--- src/rtl/fare_pkg.sv ---
// Shared types and defaults for the fare ledger: session states, account record
// layout and the fare-sufficiency helper.
package fare_pkg;

    localparam int BAL_W        = 12;
    localparam int FARE_DEFAULT = 300;

    typedef enum logic [1:0] {
        IDLE    = 2'd0,
        SESSION = 2'd1,
        PAID    = 2'd2
    } state_t;

    typedef struct packed {
        logic             active;
        logic             monthly;
        logic [BAL_W-1:0] bal;
    } acct_t;

    function automatic logic fund_ok(input logic [BAL_W-1:0] bal,
                                     input logic [BAL_W-1:0] fare);
        return bal >= fare;
    endfunction

endpackage

--- src/rtl/fare_ledger_if.sv ---
// Check/deduct/top-up bundle between the gate side (master) and the ledger
// (slave).
interface fare_ledger_if
    import fare_pkg::*;
#(
    parameter int ID_W = 3
);
    logic             nfc;
    logic [ID_W-1:0]  card_id;
    logic             reduce_bal;
    logic             load_en;
    logic [ID_W-1:0]  load_id;
    logic [BAL_W-1:0] load_bal;
    logic             load_active;
    logic             load_monthly;

    logic             resp_valid;
    logic             card_active;
    logic             fund_enough;
    logic             monthly;
    logic [BAL_W-1:0] balance;
    logic             deduct_done;
    logic             deduct_err;

    modport master (
        output nfc, card_id, reduce_bal, load_en, load_id, load_bal, load_active, load_monthly,
        input  resp_valid, card_active, fund_enough, monthly, balance, deduct_done, deduct_err
    );

    modport slave (
        input  nfc, card_id, reduce_bal, load_en, load_id, load_bal, load_active, load_monthly,
        output resp_valid, card_active, fund_enough, monthly, balance, deduct_done, deduct_err
    );
endinterface

--- src/rtl/fare_table.sv ---
// Account register array: one combinational read port, a full-entry write port
// and a balance-only deduct port; the full write wins when both hit one entry.
module fare_table
    import fare_pkg::*;
#(
    parameter int NUM_CARDS = 8,
    parameter int ID_W      = $clog2(NUM_CARDS)
) (
    input  logic             clk,
    input  logic             reset,
    input  logic [ID_W-1:0]  rd_id,
    output acct_t            rd_data,
    input  logic             wr_en,
    input  logic [ID_W-1:0]  wr_id,
    input  acct_t            wr_data,
    input  logic             ded_en,
    input  logic [ID_W-1:0]  ded_id,
    input  logic [BAL_W-1:0] ded_bal
);

    acct_t mem [NUM_CARDS];

    assign rd_data = mem[rd_id];

    // NOTE: the table is flops, not RAM, so it can be cleared by reset; a
    // reset is required here because "no account" must read as all-zero.
    always_ff @(posedge clk) begin
        if (reset) begin
            for (int i = 0; i < NUM_CARDS; i++) begin
                mem[i] <= '0;
            end
        end else begin
            if (ded_en) begin
                mem[ded_id].bal <= ded_bal;
            end
            if (wr_en) begin
                mem[wr_id] <= wr_data;
            end
        end
    end

endmodule

--- src/rtl/fare_ledger.sv ---
// Card-account responder for the fare gate: tap lookup, single fare deduction
// per session, idle timeout and top-up loads. All outputs are registered.
module fare_ledger
    import fare_pkg::*;
#(
    parameter int NUM_CARDS = 8,
    parameter int FARE      = FARE_DEFAULT,
    parameter int TIMEOUT   = 15
) (
    input logic          clk,
    input logic          reset,
    fare_ledger_if.slave bus
);

    localparam int               ID_W   = $clog2(NUM_CARDS);
    localparam int               CNT_W  = $clog2(TIMEOUT + 1);
    localparam logic [BAL_W-1:0] FARE_V = BAL_W'(FARE);

    state_t            state_q, state_d;
    logic [CNT_W-1:0]  cnt_q, cnt_d;
    logic [ID_W-1:0]   sess_id_q;
    logic [ID_W-1:0]   rd_id;
    acct_t             rd_ent, look_ent, load_ent;
    logic              same_load, pay_ok, apply, err_d;

    assign load_ent = '{active: bus.load_active, monthly: bus.load_monthly, bal: bus.load_bal};

    // A tap reads the new card; otherwise the port serves the open session.
    assign rd_id = bus.nfc ? bus.card_id : sess_id_q;

    // A tap coinciding with a load of the same card sees the loaded values.
    assign look_ent = (bus.load_en && bus.load_id == bus.card_id) ? load_ent : rd_ent;

    assign same_load = bus.load_en && (bus.load_id == sess_id_q);
    assign pay_ok    = rd_ent.active && !rd_ent.monthly && fund_ok(rd_ent.bal, FARE_V);
    assign apply     = (state_q == SESSION) && bus.reduce_bal && !bus.nfc && pay_ok && !same_load;

    fare_table #(
        .NUM_CARDS (NUM_CARDS),
        .ID_W      (ID_W)
    ) u_table (
        .clk     (clk),
        .reset   (reset),
        .rd_id   (rd_id),
        .rd_data (rd_ent),
        .wr_en   (bus.load_en),
        .wr_id   (bus.load_id),
        .wr_data (load_ent),
        .ded_en  (apply),
        .ded_id  (sess_id_q),
        .ded_bal (rd_ent.bal - FARE_V)
    );

    // NOTE: every always_comb output gets a default first so no path can
    // leave it unassigned and infer a latch.
    always_comb begin
        state_d = state_q;
        cnt_d   = cnt_q;
        err_d   = bus.reduce_bal && !apply;
        unique case (state_q)
            IDLE: begin
                if (bus.nfc) begin
                    state_d = SESSION;
                    cnt_d   = '0;
                end
            end
            SESSION, PAID: begin
                if (bus.nfc) begin
                    state_d = SESSION;
                    cnt_d   = '0;
                end else if (bus.reduce_bal) begin
                    cnt_d = '0;
                    if (apply) state_d = PAID;
                end else if (cnt_q == CNT_W'(TIMEOUT - 1)) begin
                    state_d = IDLE;
                    cnt_d   = '0;
                end else begin
                    cnt_d = cnt_q + 1'b1;
                end
            end
            default: begin
                state_d = IDLE;
                cnt_d   = '0;
            end
        endcase
    end

    always_ff @(posedge clk) begin
        if (reset) begin
            state_q          <= IDLE;
            cnt_q            <= '0;
            sess_id_q        <= '0;
            bus.resp_valid   <= 1'b0;
            bus.card_active  <= 1'b0;
            bus.fund_enough  <= 1'b0;
            bus.monthly      <= 1'b0;
            bus.balance      <= '0;
            bus.deduct_done  <= 1'b0;
            bus.deduct_err   <= 1'b0;
        end else begin
            state_q         <= state_d;
            cnt_q           <= cnt_d;
            bus.deduct_done <= apply;
            bus.deduct_err  <= err_d;
            if (bus.nfc) begin
                sess_id_q       <= bus.card_id;
                bus.resp_valid  <= 1'b1;
                bus.card_active <= look_ent.active;
                bus.monthly     <= look_ent.monthly;
                bus.fund_enough <= fund_ok(look_ent.bal, FARE_V);
                bus.balance     <= look_ent.bal;
            end else if (state_d == IDLE) begin
                bus.resp_valid  <= 1'b0;
                bus.card_active <= 1'b0;
                bus.monthly     <= 1'b0;
                bus.fund_enough <= 1'b0;
                bus.balance     <= '0;
            end else if (same_load) begin
                bus.card_active <= bus.load_active;
                bus.monthly     <= bus.load_monthly;
                bus.fund_enough <= fund_ok(bus.load_bal, FARE_V);
                bus.balance     <= bus.load_bal;
            end else if (apply) begin
                bus.balance <= rd_ent.bal - FARE_V;
            end
        end
    end

endmodule
--- src/flat_wrapper.sv ---
// flat-port wrapper written by rule: the top's interface ports become plain ports
module fare_ledger_flat import fare_pkg::*;
#(
    parameter int NUM_CARDS = 8,
    parameter int FARE      = FARE_DEFAULT,
    parameter int TIMEOUT   = 15
)
  (clk, reset, bus_nfc, bus_card_id, bus_reduce_bal, bus_load_en, bus_load_id, bus_load_bal, bus_load_active, bus_load_monthly, bus_resp_valid, bus_card_active, bus_fund_enough, bus_monthly, bus_balance, bus_deduct_done, bus_deduct_err);
  fare_ledger_if bus_i ();
  input logic clk;
  input logic reset;
  input wire logic [$bits(bus_i.nfc)-1:0] bus_nfc;
  input wire logic [$bits(bus_i.card_id)-1:0] bus_card_id;
  input wire logic [$bits(bus_i.reduce_bal)-1:0] bus_reduce_bal;
  input wire logic [$bits(bus_i.load_en)-1:0] bus_load_en;
  input wire logic [$bits(bus_i.load_id)-1:0] bus_load_id;
  input wire logic [$bits(bus_i.load_bal)-1:0] bus_load_bal;
  input wire logic [$bits(bus_i.load_active)-1:0] bus_load_active;
  input wire logic [$bits(bus_i.load_monthly)-1:0] bus_load_monthly;
  output wire logic [$bits(bus_i.resp_valid)-1:0] bus_resp_valid;
  output wire logic [$bits(bus_i.card_active)-1:0] bus_card_active;
  output wire logic [$bits(bus_i.fund_enough)-1:0] bus_fund_enough;
  output wire logic [$bits(bus_i.monthly)-1:0] bus_monthly;
  output wire logic [$bits(bus_i.balance)-1:0] bus_balance;
  output wire logic [$bits(bus_i.deduct_done)-1:0] bus_deduct_done;
  output wire logic [$bits(bus_i.deduct_err)-1:0] bus_deduct_err;
  assign bus_i.nfc = bus_nfc;
  assign bus_i.card_id = bus_card_id;
  assign bus_i.reduce_bal = bus_reduce_bal;
  assign bus_i.load_en = bus_load_en;
  assign bus_i.load_id = bus_load_id;
  assign bus_i.load_bal = bus_load_bal;
  assign bus_i.load_active = bus_load_active;
  assign bus_i.load_monthly = bus_load_monthly;
  assign bus_resp_valid = bus_i.resp_valid;
  assign bus_card_active = bus_i.card_active;
  assign bus_fund_enough = bus_i.fund_enough;
  assign bus_monthly = bus_i.monthly;
  assign bus_balance = bus_i.balance;
  assign bus_deduct_done = bus_i.deduct_done;
  assign bus_deduct_err = bus_i.deduct_err;
  fare_ledger #(.NUM_CARDS(NUM_CARDS), .FARE(FARE), .TIMEOUT(TIMEOUT)) u_core (.clk(clk), .reset(reset), .bus(bus_i));
endmodule
--- config.mk ---
export PLATFORM = sky130hd
export DESIGN_NAME = fare_ledger_flat
export DESIGN_NICKNAME = d
export VERILOG_FILES = /design/src/rtl/fare_pkg.sv /design/src/rtl/fare_ledger_if.sv /design/src/rtl/fare_table.sv /design/src/rtl/fare_ledger.sv /design/src/flat_wrapper.sv
export SDC_FILE = /design/constraint.sdc
export NUM_CORES = 1
export LEC_CHECK = 0
export ABC_AREA = 1
export CORE_MARGIN = 2
export CORE_UTILIZATION = 55
export CTS_CLUSTER_SIZE = 24
export DETAILED_ROUTE_END_ITERATION = 10
export GPL_TIMING_DRIVEN = 0
export PLACE_DENSITY_LB_ADDON = 0.08
export SLEW_MARGIN = 20
export SYNTH_ARGS = -nofsm -noshare
export SYNTH_HDL_FRONTEND = slang
export SYNTH_SLANG_ARGS = --single-unit
--- constraint.sdc ---
create_clock -name clk -period 4.3 [get_ports clk]
set_clock_uncertainty 0.2 [all_clocks]
set_input_delay 0.86 -clock clk [delete_from_list [all_inputs] [get_ports clk]]
set_output_delay 0.86 -clock clk [all_outputs]
set_load 0.05 [all_outputs]
# Word level (Yosys, flattened, before mapping)
# Memories as Yosys holds them, arrays and structs flattened.
# Cells that the tools add are included.
# classes
order_cmp	3
reduce_logical	21
muxes	42
add_sub_neg	2
n_eq_ne	6
# ops
cell	count
$mux 12	4
$mux 14	3
$ge 12x9->1 const B	3
$reduce_or 14->1	2
$mux 1	20
$mux 4	4
$mux 2	6
$sub 12x9->12 const B	1
$logic_and 1x1->1	9
$mux 3	3
$pmux 4 s2	1
$eq 3x3->1	2
$add 4x1->4 const B	1
$eq 4x4->1 const B	1
$logic_not 1->1	4
$logic_not 2->1	2
$pmux 2 s2	1
$reduce_bool 4->1	1
$reduce_bool 3->1	1
$eq 2x1->1 const B	1
$eq 2x2->1 const B	1
$ne 2x2->1 const B	1
$reduce_bool 2->1	1
$reduce_or 2->1	1
# word_totals
mem_bits_rw	112
n_memories	1
output_inout_bits	18
register_bits	27
# memory_table
name	depth	word_bits	read_ports	rd_clocked_by_memory_dff	wr	line_no	text
u_core.u_table.mem	8	14	1	0	8	fare_table.sv:21	acct_t mem [NUM_CARDS];

# Longest topological paths before layout
# An unclocked memory read counts as a cell.
# depth
word_depth	14
ltp_mapped	30

# Modules after synthesis
# A second synthesis with hierarchy kept.
# hier_totals
cells_unflattened	1269
hier_area_um2	8964.8
# by_module_without_submodules
module	instances	seq_area_each_um2	area_each_um2	cells_per_inst
fare_table	1	3363.2	6811.5	903
fare_ledger	1	540.5	2153.3	366

# Least setup slack after synthesis
# No wires, ideal clock.
# synth_path
path_type	input to register
from	input bus_nfc
to	memory u_core.u_table.mem[5][0] in the netlist's numbering, enable pin
arrival_ps	3667
setup_ps	374
n_path_buf	5
path_stages	23
slack_ps	59
path_cell_list	buf_6 nand2_4 nand2_4 buf_6 buf_6 buf_6 nand2_1 nand3_1 nand3_1 and2_4 clkinv_1 ha_1 inv_1 nand3_1 nand2_1 nand2_1 nand2_2 nand3_2 nand3_4 nor2_4 nand4_1 clkbuf_1 nand3_1
# synth_rtl
element	line_no	text
start: declaration	flat_wrapper.sv:12	input wire logic [$bits(bus_i.nfc)-1:0] bus_nfc;
end: declaration	fare_table.sv:21	

==> metrics.md <==
| Metric | Value |
|---|---|
| WL/cell | 22.0 um |
| DRC violations left | 0 |
| Worst setup SP type | primary input |
| Max Slew Vio Count | 0 |
| P&R area growth vs syn | 22.4% |
| CTS tree | built |
| Initial drt markers | 1214 |
| Starting Density | 56.1% |
| Max FO, Critical Path | 11 |
| Worst Path Buf+Inv | 5 |
| Status | completed |
| Primary FF master, synth | edfxtp_1 |
| Reg2reg start | u_core.sess_id_q[0] |
| Post-synth top area share | 43.2% |
| # setup viols final | 0 |
| IO Port Bufs | 41 |
| Seq pwr share | 39.7% |
| Critical Path End Type | register |
| Final instance area | 9530 sq um |
| Register area share after synthesis | 50.1% |
| Dpl hpwl | 18200 um |
| Reg2Reg Depth | 21 |
| Htree depth | 4 |
| Total GRT Usage | 35.5% |
| Die area | 15100 sq um |
| Gp weighted congestion | 0.930 |
| Worst Hold Launch | u_core.bus.resp_valid |
| Initial antenna violation count | 0 |
| Vias per inst | 6.33 |
| Worst hold path class | reg2reg |
| Post-synthesis cell area | 7790 sq um |
| P_sw | 1.22 mW |
| Drt pass-1 iters | 6 |
| Core Rows | 43 |
| Final Hold Fails | 0 |
| Combinational fraction of design power | 22.7% |
| Leak | 3.89 nW |
| Hold path depth | 2 |
| Largest area contributor in the netlist | edfxtp_1 |
| Routed vias | 7629 |
| Total congestion overflow | 0 |
| Fin crit share | 97.4% |
| CP max-delay cell | clkdlybuf4s50_1 |
| Placed cell area | 8420 sq um |
| Reg2Reg Setup Slack | 370 ps |
| Gate count of the mapped netlist | 921 |
| Layout Cells excl Fill | 1206 |
| Worst slew pin tran | 1150 ps |
| Die height | 123 um |
| Clk buf depth | 2 |
| TritonCTS Sinks | 139 |
| Final worst path period need | 4190 ps |
| Max incr delay on CP | 510 ps |
| Clock Latency Late Sink | 430 ps |
| Pwr dens | 412 nW/um^2 |
| CTS Root Cell | clkbuf_16 |
| Hold Path Sink | u_core.bus.resp_valid |
| Layout Nets | 1044 |
| Worst-path clk slew | 60 ps |
| I/O pin cnt | 43 |
| Cell with the most instances after synthesis | nand2_1 |
| Largest net degree at the start of global routing | 17 |
| Placed Cells | 1142 |
| Synthesized area per cell | 8.46 sq um |
| Antenna Cells | 0 |
| Net Count, Synth | 952 |
| Post-synth top cells | 197 x nand2_1, 112 x edfxtp_1, 97 x nand3_1 |
| First-pass GRT wire length | 38900 um |
| Vias in the first global route | 6725 |
| Library cells used by synthesis | 42 |
| Async S/R FF share, synth | 0% |
| Cells along the critical path | clkdlybuf4s50_1 -> nand2_1 -> o21ai_4 -> buf_6 -> nand3_1 -> o211ai_1 -> o21ai_2 -> inv_1 -> ha_2 -> inv_1 -> nand3_1 -> nand2_1 -> nand2_2 -> nand2_4 -> nand3_4 -> nand3_4 -> nor2_4 -> nand4_1 -> clkbuf_8 -> nand3_2 |
| CORE AREA | 13900 sq um |
| Maximum vdd drop | 0.265 mV |
| CP Launch Point | bus_card_id[1] |
| Max Freq | 0.239 GHz |
| Critical path arrival | 4110 ps |
| Synth top area cells | edfxtp_1 43%, nand2_1 9.5%, dfxtp_1 6.9% |
| Max-slew headroom | 23.0% |
| Max Cap Viol | 0 |
| Setup CP Type | in2reg |
| FF+latch count, synth | 139 |
| Sw frac | 31.2% |
| Share of cells above drive strength 1 | 14.5% |
| Ys Warns | 0 |
| Internal Pwr Total | 2.70 mW |
| Cts bufs inserted | 17 |
| Routed Antenna Nets | 0 |
| Post-Route WL | 26500 um |
| RR Endpoint | u_core.u_table.mem[6][0] |
| Family with the most delay on the worst path | simple AND/OR/NAND/NOR gates |
| Clock share of power | 37.6% |
| Req. time, crit path | 4220 ps |
| Number of synthesized flops with an enable pin | 112 |
| Die X | 123 um |
routing by layer:
layer | track usage (%) | part of all wire, % | vias up
met5 | 0 | 0 | -
li1 | - | - | 3411
met4 | 15.8 | 4.7 | 0
met3 | 7.56 | 13 | 106
met1 | 48.8 | 38 | 3466
met2 | 54.2 | 45 | 646
how the worst max path moves through the flow:
stage                     cells past startpoint  slack [ps]                       end
after floorplan                              23          60  u_core.u_table.mem[5][0]
after global placement                       24       -1730  u_core.u_table.mem[2][7]
after detailed placement                     24       -1800  u_core.u_table.mem[2][7]
after CTS                                    27           4     u_core.bus.balance[1]
after global routing                         27         -20     u_core.bus.balance[4]
final                                        20         110  u_core.u_table.mem[6][0]
worst register-to-register path, cell delays in order, from the launching register on:
cell and delay [ps]:
dfxtp_1 510, inv_2 160, nand2_2 140, nand2_4 90, buf_6 190, nand2_1 80
nand3_1 140, o211ai_1 160, o21ai_2 120, inv_1 80, ha_2 200, inv_1 70
nand3_1 80, nand2_1 110, nand2_2 110, nand2_4 80, nand3_4 120, nand3_4 150
nor2_4 240, nand4_1 210, clkbuf_8 230, nand3_2 160
registers in the layout, indices dropped and copies added, names as in the netlist:
register                flops
u_core.bus.monthly          1
u_core.u_table.mem        112
u_core.bus.resp_valid       1
u_core.sess_id_q            3
u_core.bus.balance         12
u_core.bus.card_active      1
u_core.bus.fund_enough      1
u_core.state_q              2
u_core.cnt_q                4
u_core.bus.deduct_done      1
u_core.bus.deduct_err       1
layout by cell type (no fill, tap or decap), types with 7 or more instances in the layout:
cell type        synthesis  routed
nor2_1                  87      87
nand4_1                  8       8
buf_6                   14      13
inv_1                   84      83
dfxtp_1                 27      27
nand2_1                197     196
buf_4                    3      27
edfxtp_1               112     112
nand2_2                  8       7
buf_2                    8      10
nand3_4                  2      17
nand3_1                 97      87
clkdlybuf4s50_1          0      39
o21ai_1                 28      31
o211ai_1                13      13
clkbuf_16                0      17
o21ai_0                 56      51
a21oi_1                 18      17
nand2_4                  5       7
o22ai_1                 81      81
clkbuf_1                27      18
final cells by class:
type | instances | area [sq um]
plain buffers | 49 | 339
clock buffers | 18 | 429
clock inverters | 14 | 154
fillers | 1115 | 4350
inverters | 91 | 349
multi-input cells | 648 | 3520
flip-flops and latches | 139 | 3900
well taps | 180 | 225
repair buffers | 67 | 613
logic make-up (layout without fill, tap and decap cells):
family / count (synthesis) / after routing / share of synthesized area, %
xor gates and xnor gates: 5 / 5 / 0.659
DFF: 139 / 139 / 50.1
buffers and inverters: 144 / 239 / 8.56
AOI/OAI and AO/OA: 210 / 210 / 16.0
and+or+nand+nor: 417 / 427 / 23.7
adders and majority gates: 6 / 6 / 0.964
power groups by stage:
stage	combinational [mW]	sequential [mW]	clock (mW)
3_3_place_gp	0.791	1.58	0
4_1_cts	0.834	1.56	1.47
5_1_grt	0.944	1.57	1.53
2_1_floorplan	0.468	1.65	0
6_report	0.891	1.56	1.48
3_5_place_dp	0.798	1.59	0
repair_timing:
action | in CTS | in global routing
setup buffers | 12 | 12
cloned | 7 | 5
hold buffers | 0 | 0
pin swaps | 9 | 6
resized for setup | 51 | 25
setup endpoints to repair | 208 | 185
per-stage QoR:
stage | total power [mW] | util (%) | worst slack [ps] | hold slack [ps] | setup TNS [ps]
detailed placement | 2.38 | 60.7 | -1800 | 256 | -256540
finish | 3.93 | 68.7 | 113 | 269 | 0
floorplan | 2.12 | - | 58.6 | 270 | 0
global route | 4.04 | 68.7 | -17.4 | 306 | -26.7
global placement | 2.38 | 60.7 | -1730 | 260 | -247280
CTS | 3.86 | 67.5 | 3.61 | 272 | 0
(Power assumes the default switching activity.)
